File: src/rtl/div_nbit_restore.sv
// ============================================================================
// div_nbit_restore : sequential restoring divider, one quotient bit per clock.
// Optional macro DIV_SIGNED_EN selects two's-complement operands.  Rev 1.0
// ============================================================================
`default_nettype none

module div_nbit_restore #(
  parameter int DATA_WIDTH = 4
) (
  input  logic                  i_clk,
  input  logic                  i_rst_n,
  input  logic                  i_start,
  input  logic [DATA_WIDTH-1:0] i_num_x,
  input  logic [DATA_WIDTH-1:0] i_num_y,
  output logic                  o_busy,
  output logic                  o_end,
  output logic [DATA_WIDTH-1:0] o_quo,
  output logic [DATA_WIDTH-1:0] o_rem,
  output logic                  o_err
);

  localparam int               CNT_W     = $clog2(DATA_WIDTH);
  localparam logic [CNT_W-1:0] LAST_STEP = CNT_W'(DATA_WIDTH - 1);

  typedef enum logic [1:0] {
    S_IDLE = 2'd0,
    S_CALC = 2'd1,
    S_DONE = 2'd2
  } state_t;

  state_t                state_q;
  logic                  pend_q;
  logic [CNT_W-1:0]      cnt_q;
  logic [DATA_WIDTH-1:0] dvd_q;
  logic [DATA_WIDTH-1:0] dvs_q;
  logic [DATA_WIDTH-1:0] qacc_q;
  logic [DATA_WIDTH-1:0] prem_q;
  logic                  busy_q;
  logic                  end_q;
  logic                  err_q;
  logic [DATA_WIDTH-1:0] quo_q;
  logic [DATA_WIDTH-1:0] rem_q;
`ifdef DIV_SIGNED_EN
  logic                  negq_q;
  logic                  negr_q;
`endif

  logic [DATA_WIDTH:0]   shifted;
  logic                  qbit;
  logic [DATA_WIDTH-1:0] trial;
  logic [DATA_WIDTH-1:0] prem_d;
  logic [DATA_WIDTH-1:0] qacc_d;
  logic [DATA_WIDTH-1:0] quo_d;
  logic [DATA_WIDTH-1:0] rem_d;
  logic [DATA_WIDTH-1:0] mag_x;
  logic [DATA_WIDTH-1:0] mag_y;

  // The kept remainder is always below the divisor, so it is stored in
  // DATA_WIDTH bits; only the shifted trial value needs the extra bit.
  always_comb begin
    shifted = {prem_q, dvd_q[DATA_WIDTH-1]};
    qbit    = (shifted >= {1'b0, dvs_q});
    trial   = shifted[DATA_WIDTH-1:0] - dvs_q;
    prem_d  = qbit ? trial : shifted[DATA_WIDTH-1:0];
    qacc_d  = {qacc_q[DATA_WIDTH-2:0], qbit};
    quo_d   = qacc_d;
    rem_d   = prem_d;
    mag_x   = i_num_x;
    mag_y   = i_num_y;
`ifdef DIV_SIGNED_EN
    if (negq_q) quo_d = -qacc_d;
    if (negr_q) rem_d = -prem_d;
    if (i_num_x[DATA_WIDTH-1]) mag_x = -i_num_x;
    if (i_num_y[DATA_WIDTH-1]) mag_y = -i_num_y;
`endif
  end

  always_ff @(posedge i_clk or negedge i_rst_n) begin
    if (!i_rst_n) begin
      state_q <= S_IDLE;
      pend_q  <= 1'b0;
      cnt_q   <= '0;
      dvd_q   <= '0;
      dvs_q   <= '0;
      qacc_q  <= '0;
      prem_q  <= '0;
      busy_q  <= 1'b0;
      end_q   <= 1'b0;
      err_q   <= 1'b0;
      quo_q   <= '0;
      rem_q   <= '0;
`ifdef DIV_SIGNED_EN
      negq_q  <= 1'b0;
      negr_q  <= 1'b0;
`endif
    end else begin
      end_q <= 1'b0;
      case (state_q)
        S_IDLE, S_DONE: begin
          state_q <= S_IDLE;
          // The accept edge only latches operands; CALC starts one edge
          // later so o_end lands DATA_WIDTH+1 edges after the accept.
          if (pend_q) begin
            pend_q  <= 1'b0;
            state_q <= S_CALC;
            busy_q  <= 1'b1;
          end else if (i_start) begin
            if (i_num_y == '0) begin
              state_q <= S_DONE;
              end_q   <= 1'b1;
              quo_q   <= '1;
              rem_q   <= i_num_x;
              err_q   <= 1'b1;
            end else begin
              pend_q  <= 1'b1;
              err_q   <= 1'b0;
              dvd_q   <= mag_x;
              dvs_q   <= mag_y;
              prem_q  <= '0;
              qacc_q  <= '0;
              cnt_q   <= '0;
`ifdef DIV_SIGNED_EN
              negq_q  <= i_num_x[DATA_WIDTH-1] ^ i_num_y[DATA_WIDTH-1];
              negr_q  <= i_num_x[DATA_WIDTH-1];
`endif
            end
          end
        end
        S_CALC: begin
          cnt_q  <= cnt_q + 1'b1;
          dvd_q  <= {dvd_q[DATA_WIDTH-2:0], 1'b0};
          prem_q <= prem_d;
          qacc_q <= qacc_d;
          if (cnt_q == LAST_STEP) begin
            state_q <= S_DONE;
            busy_q  <= 1'b0;
            end_q   <= 1'b1;
            quo_q   <= quo_d;
            rem_q   <= rem_d;
          end
        end
        default: state_q <= S_IDLE;
      endcase
    end
  end

  assign o_busy = busy_q;
  assign o_end  = end_q;
  assign o_quo  = quo_q;
  assign o_rem  = rem_q;
  assign o_err  = err_q;

endmodule

`default_nettype wire
File: config.mk
export PLATFORM = sky130hd
export DESIGN_NAME = div_nbit_restore
export DESIGN_NICKNAME = d
export VERILOG_FILES = /design/src/rtl/div_nbit_restore.sv
export SDC_FILE = /design/constraint.sdc
export NUM_CORES = 1
export LEC_CHECK = 0
export BUFFER_PORTS_ARGS = -buffer_cell sky130_fd_sc_hd__buf_2
export CAP_MARGIN = 20
export CORE_UTILIZATION = 30
export DETAILED_ROUTE_END_ITERATION = 8
export PLACE_DENSITY_LB_ADDON = 0.2
export SLEW_MARGIN = 25
export SYNTH_ARGS = -nofsm -noshare
export SYNTH_HDL_FRONTEND = slang
export SYNTH_SLANG_ARGS = --single-unit
File: constraint.sdc
create_clock -name i_clk -period 2.4 [get_ports i_clk]
set_input_delay 0.6 -clock i_clk [delete_from_list [all_inputs] [get_ports i_clk]]
set_output_delay 0.6 -clock i_clk [all_outputs]
set_load 0.01 [all_outputs]
* Yosys cells after proc, flatten, opt, wreduce, memory -nomap -nowiden
Index checks and enable logic that the tools add are counted.
** Cells by class
- Add/sub/neg operators :: 2
- Multiply operators :: 0
- Divide/modulo/power cells :: 0
- Magnitude comparators :: 1
- Equal/unequal tests :: 9
- Shift operators :: 0
- Multiplexer cells :: 40
- Bitwise gates (word level) :: 2
- Reduce and logical (&&, ||, !) cells :: 9
** Operator list (count)
- two-way mux 4 bit :: 15
- case mux 4 bit (2 select lines) :: 4
- two-way mux 2 bit :: 7
- != test 2 bit, second input constant :: 6
- two-way mux 1 bit :: 9
- case mux 2 bit (2 select lines) :: 2
- AND reduction 4 bit :: 2
- case mux 3 bit (2 select lines) :: 1
- AND reduction 3 bit :: 2
- >= comparator 5 x 4 -> 1 bit :: 1
- AND reduction 5 bit :: 1
- equality test 2 bit, second input constant :: 2
- logical NOT 4 bit :: 1
- case mux 1 bit (2 select lines) :: 2
- subtractor 4 bit :: 1
- adder 2 x 1 -> 2 bit, second input constant :: 1
- equality test 2 x 1 -> 1 bit, second input constant :: 1
- logical NOT 2 bit :: 1
- inverter 1 bit :: 2
- nonzero test 2 bit :: 1
- OR reduction 2 bit :: 1
** Word-level totals
- Register bits after elaboration :: 31
- Bits in latches :: 0
- Bits in writable memories :: 0
- Memory bits (read-only) :: 0
- Input bits :: 11
- Output and inout bits :: 11
- Word-level logic and storage cells :: 75
- Memories kept :: 0

* Depth between registers and ports, before layout
Gate-level depths: netlist (run 1).
- Word-level depth :: 5
- Depth in mapped cells :: 7
- Mapped depth without buffers :: 7

* Worst setup path before layout (run 1)
Ideal clock, no wire load.
- Kind :: register to register
- Start :: reg dvd_q[3]
- End :: reg rem_q[2], in the netlist o_rem[2]
- Library setup time :: 82 ps
- Data arrival time :: 1766 ps
- Data required time :: 2318 ps
- Slack :: 552 ps
- Stages on the path, launching flop included :: 8
- Buffers on the path :: 0
- Cells stage by stage :: dfrtp_1 inv_1 ha_1 nand2b_1 a21o_1 o31ai_4 mux2_2 a31oi_1
** On the way
- Longest elaborated chain between the ends :: 4
** RTL lines
- from (decl) :: line 34 : logic [DATA_WIDTH-1:0] dvd_q;
- from (signal assigned) :: line 117 : dvd_q <= mag_x;
- from (signal assigned) :: line 131 : dvd_q <= {dvd_q[DATA_WIDTH-2:0], 1'b0};
- subtractor 4 bit / >= comparator 5 x 4 -> 1 bit (equally long branches) :: line 63, 62
- two-way mux 4 bit * :: line 64 : prem_d = qbit ? trial : shifted[DATA_WIDTH-1:0];
- two-way mux 4 bit * :: line 134 : if (cnt_q == LAST_STEP) begin
- case mux 4 bit (2 select lines) * :: line 98 : case (state_q)
- to (signal assigned) :: line 112 : rem_q <= i_num_x;
- to (signal assigned) :: line 139 : rem_q <= rem_d;
- to (decl) :: line 42 : logic [DATA_WIDTH-1:0] rem_q;
Mark *: on every way between the ends. The rest lies on a longest branch, timed or not. The select of a mux whose other input is x is not followed.
A chain may end at the register's enable or synchronous reset.

* Worst setup path after layout (run 1)
Ends and elaborated chain as after synthesis.

==> impl_metrics.json, run 1 <==
{
  "maxSlewHeadroom": 0.543,
  "muxShareOfSynthArea": 0.0488,
  "synth_compound_area_frac": 0.126,
  "rows": 25,
  "yosysWarnings": 0,
  "ys_async_sr_fraction": 1.00,
  "grt_use_total": 0.144,
  "leakagePower_uw": 0.000826,
  "fin_tns_setup_ns": 0,
  "mostFrequentLayoutCells": "33 x nand2_1, 31 x dfrtp_1, 21 x buf_2",
  "num_antenna_cells": 0,
  "grt-busiest-layer": "met2",
  "synth_cell_types": 36,
  "finalCriticalPeriod_ns": 1.99,
  "endpoint_kind": "register",
  "numCtsBuffers": 5,
  "synthAdderAreaFrac": 0.0545,
  "worstMarginPinSlew_ns": 0.686,
  "outcome": "completed",
  "crit_slowest_cell": "mux2_2",
  "fp.dieArea_sq_um": 5330,
  "port_buffers": 21,
  "clock_latency_ns": 0.28,
  "layout_commonest_cell": "nand2_1",
  "clock_skew_ns": 0.00488,
  "area_growth_pct": 17.3,
  "netlist_area_sq_um": 1510,
  "critPathArrivalTime_ns": 2.19,
  "syn_area_per_cell_sq_um": 10.1,
  "grt_antenna_before_repair": 0,
  "crit_type": "register to register",
  "wire_per_inst_um": 13.0,
  "use_met2": 0.222,
  "r2r_setup_slack_ns": 0.41,
  "cts_resized": 0,
  "fin_util": 0.371,
  "synth_nets": 167,
  "ant_nets": 0,
  "core_area_sq_um": 4790,
  "synthCells": 150,
  "ys_ff_latch": 31,
  "grt_setup_unrepaired": "no",
  "drive_above_1_share": 0.213,
  "synth_simple_gate_area_frac": 0.210,
  "cts_max_level": 2,
  "synth_top_family_by_area": "simple AND/OR/NAND/NOR gates",
  "stdcell_count": 241,
  "die_w_um": 73.0,
  "worstPathRequired_ns": 2.60,
  "synth_xor_area_frac": 0.00579,
  "drc": 0,
  "ys_seq_area_frac": 0.512,
  "hpwl_mm": 2.24,
  "synth_edf_count": 0,
  "worstPathCellList": "inv_1 -> ha_1 -> nand2b_1 -> a21o_1 -> o31ai_4 -> mux2_2 -> a31oi_1",
  "drtIter0Drc": 64,
  "ir_drop_uv": 484,
  "final.period_utilization": 0.831,
  "cap_viol_max_count": 0,
  "clock_path_buffers": 2,
  "die_height_um": 73.0,
  "p_per_area_nw_per_um2": 1510,
  "pin_count": 22,
  "path_clk_slew_ns": 0.06,
  "crit_path_max_fanout": 7,
  "vias": 1129,
  "critPathLaunchType": "register",
  "cts_tree": "yes",
  "numClockSinks": 31,
  "grt_pass1_wl_mm": 5.71,
  "grt_overflow": 0,
  "hold_class": "input port to asynchronous set/reset pin",
  "grt_pass1_vias": 1199,
  "grtUsageMet1": 0.190,
  "layout.nets": 191,
  "grt_max_degree": 32,
  "cts-root-buf": "clkbuf_8",
  "hold_viol_final": 0,
  "postCtsHoldBufs": 0,
  "drv_slew": 0,
  "firstDrtPassIters": 4,
  "avgViaCountPerCell": 4.68,
  "max_stage_delay_ns": 0.39,
  "grtUsageMet3": 0.0373,
  "ys.flop_type": "dfrtp_1",
  "wl_mm": 3.13,
  "setup_viol_count_final": 0,
  "globalplace.congestion": 0.791,
  "post_cts_buffers": 0,
  "initial_core_util": 0.316,
  "dpl.cell_count": 234,
  "fmax_mhz": 501
}
[layout make-up]
| class | count | area [sq um] |
|---|---|---|
| Timing Repair Buffer | 22 | 113 |
| Sequential cell | 31 | 776 |
| Clock buffer | 6 | 72.6 |
| Fill cell | 481 | 3010 |
| Inverter | 7 | 26.3 |
| Clock inverter | 1 | 30.0 |
| Multi-Input combinational cell | 107 | 674 |
| Tap cell | 67 | 83.8 |
[Yosys cell counts (all sizes together) (2+ instances only)]
cell	n	area [sq um]
a41oi	2	17.5
nand2b	2	12.5
ha	5	62.6
nand2	34	130
dfrtp	31	776
buf	3	30.0
nand3	8	40.0
a21o	4	30.0
a21oi	2	10.0
a31oi	2	12.5
or3	2	12.5
o21ai	12	60.1
inv	7	26.3
nor4	2	27.5
clkbuf	2	7.51
mux2	3	33.8
nor2	12	52.6
mux2i	4	40.0
[sequential cells by signal, indices dropped and copies added, names as in the netlist]
| signal | cells |
|---|---|
| dvd_q | 4 |
| dvs_q | 4 |
| o_quo | 4 |
| o_rem | 4 |
| prem_q | 4 |
| qacc_q | 3 |
| cnt_q | 2 |
| state_q | 2 |
| o_busy | 1 |
| o_end | 1 |
| o_err | 1 |
| pend_q | 1 |
[logic make-up after synthesis]
family                     Yosys count
and+or+nand+nor                     65
DFF                                 31
AOI/OAI and AO/OA                   28
buffers and inverters               12
muxes                                7
adders and majority gates            6
xor gates and xnor gates             1
[worst max-delay path: cells and delay by family, from the launching register on]
family | cells | cell delay (ns)
AND/OR/NAND/NOR | 1 | 0.14
adder cells (fa/ha/maj) | 1 | 0.28
flip-flops | 1 | 0.36
AO/OA/AOI/OAI | 3 | 0.69
multiplexers | 1 | 0.39
buffers and inverters | 1 | 0.05
[through the flow]
| stage | setup slack (ns) | cell area (sq um) | total power (uW) | hold slack, ns |
|---|---|---|---|---|
| finish | 0.406 | 1780 | 2670 | 0.363 |
| floorplan | 0.552 | 1510 | 1870 | 0.304 |
| detailed placement | 0.416 | 1670 | 2190 | 0.474 |
| CTS | 0.398 | 1780 | 2700 | 0.393 |
| global placement | 0.463 | 1670 | 2170 | 0.467 |
| global route | 0.228 | 1780 | 2930 | 0.416 |
[where the power goes]
part | internal, uW | total [uW] | switching (uW)
Sequential | 761 | 920 | 159
Combinational | 538 | 1260 | 727
Clock | 304 | 489 | 185
Total | 1600 | 2670 | 1070
[path summary, 6_finish.rpt]
path | cells after the start | start | endpoint
worst max-delay path | 7 | dvd_q[3] | o_rem[2]
worst min-delay path | 1 | i_rst_n | prem_q[3]
worst max register to register | 7 | dvd_q[3] | o_rem[2]
worst min register to register | 2 | o_err | o_err
max in group asynchronous | 1 | i_rst_n | dvd_q[2]
min in group i_clk | 2 | o_err | o_err
[layer usage]
metal	wire, um	vias to the layer above	share of wire
met5	0	-	0
met4	49	0	0.016
met3	114	4	0.036
met2	1410	24	0.45
met1	1560	542	0.50
li1	-	559	-
No activity file was read; power rests on OpenSTA's default activity.
==> run 2, diff against run 1 <==
==> constraint.sdc (replaced) <==
create_clock -name i_clk -period 1.7 [get_ports i_clk]
set_input_delay 0.425 -clock i_clk [delete_from_list [all_inputs] [get_ports i_clk]]
set_output_delay 0.425 -clock i_clk [all_outputs]
set_load 0.01 [all_outputs]
==> impl_metrics.json, run 2 (synthesis results as in run 1) <==
{
  "avgViaCountPerCell": 4.58,
  "drtIter0Drc": 15,
  "drv_slew": 0,
  "setup_viol_count_final": 6,
  "finalCriticalPeriod_ns": 1.78,
  "wl_mm": 3.33,
  "switching_share": 0.385,
  "pin_count": 22,
  "worstPathRequired_ns": 1.92,
  "p_seq_frac": 0.280,
  "area_growth_pct": 33.6,
  "numCtsBuffers": 5,
  "mostFrequentLayoutCells": "32 x nand2_1, 31 x dfrtp_1, 21 x buf_2",
  "worstPathCellList": "ha_4 -> nand2b_4 -> a21o_1 -> o31ai_4 -> mux2_4 -> buf_4 -> nand2_2",
  "clock_skew_ns": 0.00904,
  "endpoint_kind": "register",
  "die_w_um": 73.0,
  "ant_nets": 0,
  "leakagePower_uw": 0.000948,
  "cts_max_level": 2,
  "critPathLaunchType": "register",
  "final.period_utilization": 1.05,
  "worstMarginPinSlew_ns": 0.679,
  "drive_above_1_share": 0.361,
  "postCtsHoldBufs": 0,
  "vias": 1196,
  "port_buffers": 21,
  "num_antenna_cells": 0,
  "clock_latency_ns": 0.28,
  "p_per_area_nw_per_um2": 2220,
  "grt_pass1_wl_mm": 5.53,
  "dpl_cell_area_sq_um": 1810,
  "crit_type": "register to register",
  "numClockSinks": 31,
  "fp.dieArea_sq_um": 5330,
  "fin_ws_ns": -0.0840,
  "critPathArrivalTime_ns": 2.00,
  "fin_tns_setup_ns": -0.313,
  "grt_overflow": 0,
  "hpwl_mm": 2.44,
  "cts-root-buf": "clkbuf_8",
  "layout_commonest_cell": "nand2_1",
  "cts_tree": "yes",
  "die_height_um": 73.0,
  "pre_cts_slack_ns": -0.113,
  "initial_core_util": 0.316,
  "internal_power_uw": 2770,
  "drc": 0,
  "max_stage_delay_ns": 0.41,
  "grt_pass1_vias": 1190,
  "globalplace.congestion": 0.743,
  "stdcell_area_sq_um": 2020,
  "cap_viol_max_count": 0,
  "hold_class": "input port to asynchronous set/reset pin",
  "layout.nets": 211,
  "firstDrtPassIters": 4,
  "core_area_sq_um": 4790,
  "p_comb_frac": 0.567,
  "rows": 25,
  "fmax_mhz": 561,
  "fin_util": 0.423,
  "wire_per_inst_um": 12.8,
  "grt_antenna_before_repair": 0,
  "p_switching_uw": 1730,
  "maxSlewHeadroom": 0.548,
  "grt_use_total": 0.139,
  "outcome": "finished, violations left",
  "clockPowerShare": 0.153,
  "path_clk_slew_ns": 0.07,
  "hold_viol_final": 0,
  "ir_drop_uv": 886,
  "clock_path_buffers": 2,
  "total_power_uw": 4500,
  "violations": "setup timing",
  "grt_setup_unrepaired": "yes",
  "grt_max_degree": 32,
  "crit_slowest_cell": "dfrtp_1",
  "crit_path_max_fanout": 2
}
-- run 2: timing repair --
action	4_1_cts	5_1_grt
endpoints found under the setup margin	8	9
cloned	0	0
setup buffers	1	1
gates resized for setup	11	5
endpoints found under the hold margin	0	0
pin swaps	4	3
-- run 2: final timing paths --
kind                       slack [ns]  cells past startpoint   endpoint        from
setup / recovery                -0.08                      7  prem_q[2]    dvs_q[0]
hold / removal                   0.18                      1     o_busy     i_rst_n
setup reg to reg                -0.08                      7  prem_q[2]    dvs_q[0]
hold reg to reg                  0.47                      2      o_err       o_err
max in group asynchronous        1.08                      1  prem_q[3]     i_rst_n
min in group i_clk               0.39                      3   dvs_q[3]  i_num_y[3]
-- run 2: final cells by class --
cell class / instances / area [sq um]
fillers: 470 / 2760
flip-flops and latches: 31 / 776
multi-input cells: 107 / 768
repair buffers: 42 / 267
well taps: 67 / 83.8
clock buffers: 6 / 72.6
clock inverters: 1 / 30.0
inverters: 7 / 26.3
-- run 2: metal layers --
metal  vias to the layer above  GRT usage  share of wire
met2                        23      0.219           0.44
met5                         -          0              0
li1                        597          -              -
met1                       569      0.178           0.50
met4                         0     0.0588          0.016
met3                         7     0.0387          0.043
-- run 2: metrics by stage --
| stage | cells | hold WS, ns |
|---|---|---|
| after floorplan | 150 | 0.129 |
| after global placement | 252 | 0.464 |
| final | 261 | 0.178 |
| after CTS | 260 | 0.210 |
| after detailed placement | 252 | 0.465 |
| after global routing | 261 | 0.226 |
-- run 2: power by group through the flow --
stage | combinational, uW | clock, uW | sequential (uW)
2_1_floorplan | 1350 | 0 | 1310
3_3_place_gp | 2150 | 0 | 1250
3_5_place_dp | 2190 | 0 | 1260
4_1_cts | 2420 | 711 | 1250
5_1_grt | 2810 | 734 | 1310
6_report | 2550 | 688 | 1260
-- run 2: critical path, delay by kind of cell, from the launching register on --
family                     cells  cell delay, ns
AOI/OAI and AO/OA              2            0.43
adders and majority gates      1            0.24
buffers and inverters          1            0.14
DFF                            1            0.41
muxes                          1            0.34
and+or+nand+nor                2            0.17
==> run 3, diff against run 2 <==
--- a/config.mk
+++ b/config.mk
@@ -5,11 +5,12 @@
 export SDC_FILE = /design/constraint.sdc
 export NUM_CORES = 1
 export LEC_CHECK = 0
-export BUFFER_PORTS_ARGS = -buffer_cell sky130_fd_sc_hd__buf_2
 export CAP_MARGIN = 20
 export CORE_UTILIZATION = 30
 export DETAILED_ROUTE_END_ITERATION = 8
+export DONT_BUFFER_PORTS = 1
 export PLACE_DENSITY_LB_ADDON = 0.2
+export SETUP_SLACK_MARGIN = 0.5
 export SLEW_MARGIN = 25
 export SYNTH_ARGS = -nofsm -noshare
 export SYNTH_HDL_FRONTEND = slang
==> impl_metrics.json, run 3 (synthesis results as in run 1) <==
{
  "ant_nets": 0,
  "grt_pass1_wl_mm": 6.02,
  "drc": 0,
  "grt_overflow": 0,
  "p_seq_frac": 0.277,
  "globalplace.congestion": 0.776,
  "num_antenna_cells": 0,
  "avgViaCountPerCell": 4.80,
  "cts_tree": "yes",
  "drv_slew": 0,
  "violations": "setup timing",
  "final.period_utilization": 1.11,
  "numCtsBuffers": 5,
  "ir_drop_uv": 952,
  "path_clk_slew_ns": 0.07,
  "rows": 25,
  "layout.nets": 198,
  "wire_per_inst_um": 14.5,
  "worstPathRequired_ns": 1.90,
  "die_height_um": 73.0,
  "switching_share": 0.394,
  "hpwl_mm": 2.39,
  "numClockSinks": 31,
  "die_w_um": 73.0,
  "max_stage_delay_ns": 0.41,
  "crit_type": "register to register",
  "grt_use_total": 0.153,
  "outcome": "finished, violations left",
  "worstPathCellList": "ha_4 -> nand2b_4 -> a21o_1 -> o31ai_4 -> buf_6 -> mux2_4 -> a31oi_1",
  "critPathLaunchType": "register",
  "grt_pass1_vias": 1267,
  "r2r_setup_slack_ns": -0.18,
  "internal_power_uw": 2970,
  "core_area_sq_um": 4790,
  "wl_mm": 3.61,
  "grt_setup_unrepaired": "yes",
  "endpoint_kind": "register",
  "pin_count": 22,
  "p_per_area_nw_per_um2": 2300,
  "critPathLaunch": "dvs_q[0]",
  "drtIter0Drc": 27,
  "clockPowerShare": 0.132,
  "whs_ns": 0.255,
  "hold_class": "input port to register",
  "drive_above_1_share": 0.401,
  "r2r-start": "dvs_q[0]",
  "finalCriticalPeriod_ns": 1.88,
  "hold_start": "i_num_y[1]",
  "maxSlewHeadroom": 0.685,
  "setup_viol_count_final": 9,
  "crit_path_max_fanout": 3,
  "initial_core_util": 0.316,
  "port_buffers": 0,
  "vias": 1195,
  "p_switching_uw": 1930,
  "p_comb_frac": 0.591,
  "mostFrequentLayoutCells": "30 x nand2_1, 30 x dfrtp_1, 16 x buf_4",
  "crit_slowest_cell": "dfrtp_1",
  "cts-root-buf": "clkbuf_8",
  "pre_cts_slack_ns": -0.225,
  "clock_path_buffers": 2,
  "leakagePower_uw": 0.000949,
  "firstDrtPassIters": 4,
  "worstMarginPinSlew_ns": 0.468,
  "fp.dieArea_sq_um": 5330,
  "fin_util": 0.446,
  "cap_viol_max_count": 0,
  "fin_tns_setup_ns": -0.794,
  "cts_max_level": 2,
  "fmax_mhz": 531,
  "clock_skew_ns": 0.00992,
  "grt_antenna_before_repair": 0,
  "area_growth_pct": 40.9,
  "grt_max_degree": 32,
  "fin_ws_ns": -0.183,
  "hold_viol_final": 0,
  "total_power_uw": 4900,
  "critPathArrivalTime_ns": 2.08,
  "clock_latency_ns": 0.29
}
==> run 3: layout make-up <==
class                      count  area [sq um]
clock buffer                   7          96.3
fill                         422          2650
inverter                       7          26.3
sequential                    31           777
clock inverter                 1          7.51
timing repair buffer          29           287
multi-input combinational    107           856
tap                           67          83.8
==> run 3: routing by layer <==
layer	wire (um)	share of wire	vias to the layer above	track usage
met4	105	0.029	0	0.0893
met3	230	0.064	9	0.0442
li1	-	-	579	-
met5	0	0	-	0
met1	1590	0.44	582	0.188
met2	1680	0.47	25	0.238
==> run 3: per-stage QoR <==
stage               instance area, sq um  std cells
floorplan                           1520        150
global placement                    1690        227
detailed placement                  1690        227
CTS                                 2060        247
global route                        2130        249
finish                              2130        249
==> run 3: path summary, 6_finish.rpt <==
check	to	depth (start not counted)
worst max-delay path	o_rem[2]	7
worst min-delay path	dvs_q[1]	2
worst max register to register	o_rem[2]	7
worst min register to register	cnt_q[0]	1
max in group asynchronous	state_q[0]	2
min in group asynchronous	dvs_q[1]	2
==> run 3: worst max-delay path: cells and delay by family, from the launching register on <==
kind                     cells  cell delay [ns]
flip-flops                   1             0.41
buffers and inverters        1             0.15
adder cells (fa/ha/maj)      1             0.25
multiplexers                 1             0.30
AND/OR/NAND/NOR              1             0.13
AO/OA/AOI/OAI                3             0.56
==> run 3: power groups by stage <==
stage / sequential [uW] / clock, uW / combinational, uW
floorplan: 1310 / 0 / 1380
global placement: 1360 / 0 / 1910
detailed placement: 1370 / 0 / 1930
CTS: 1350 / 665 / 2700
global route: 1400 / 691 / 3160
finish: 1360 / 649 / 2890
==> run 3: what timing repair did <==
action,in CTS,in global routing
hold buffers,2,0
pin swaps,6,3
buffers inserted,10,2
gates resized for setup,36,11
setup endpoints to repair,25,29
endpoints found under the hold margin,31,0
gates cloned,0,0
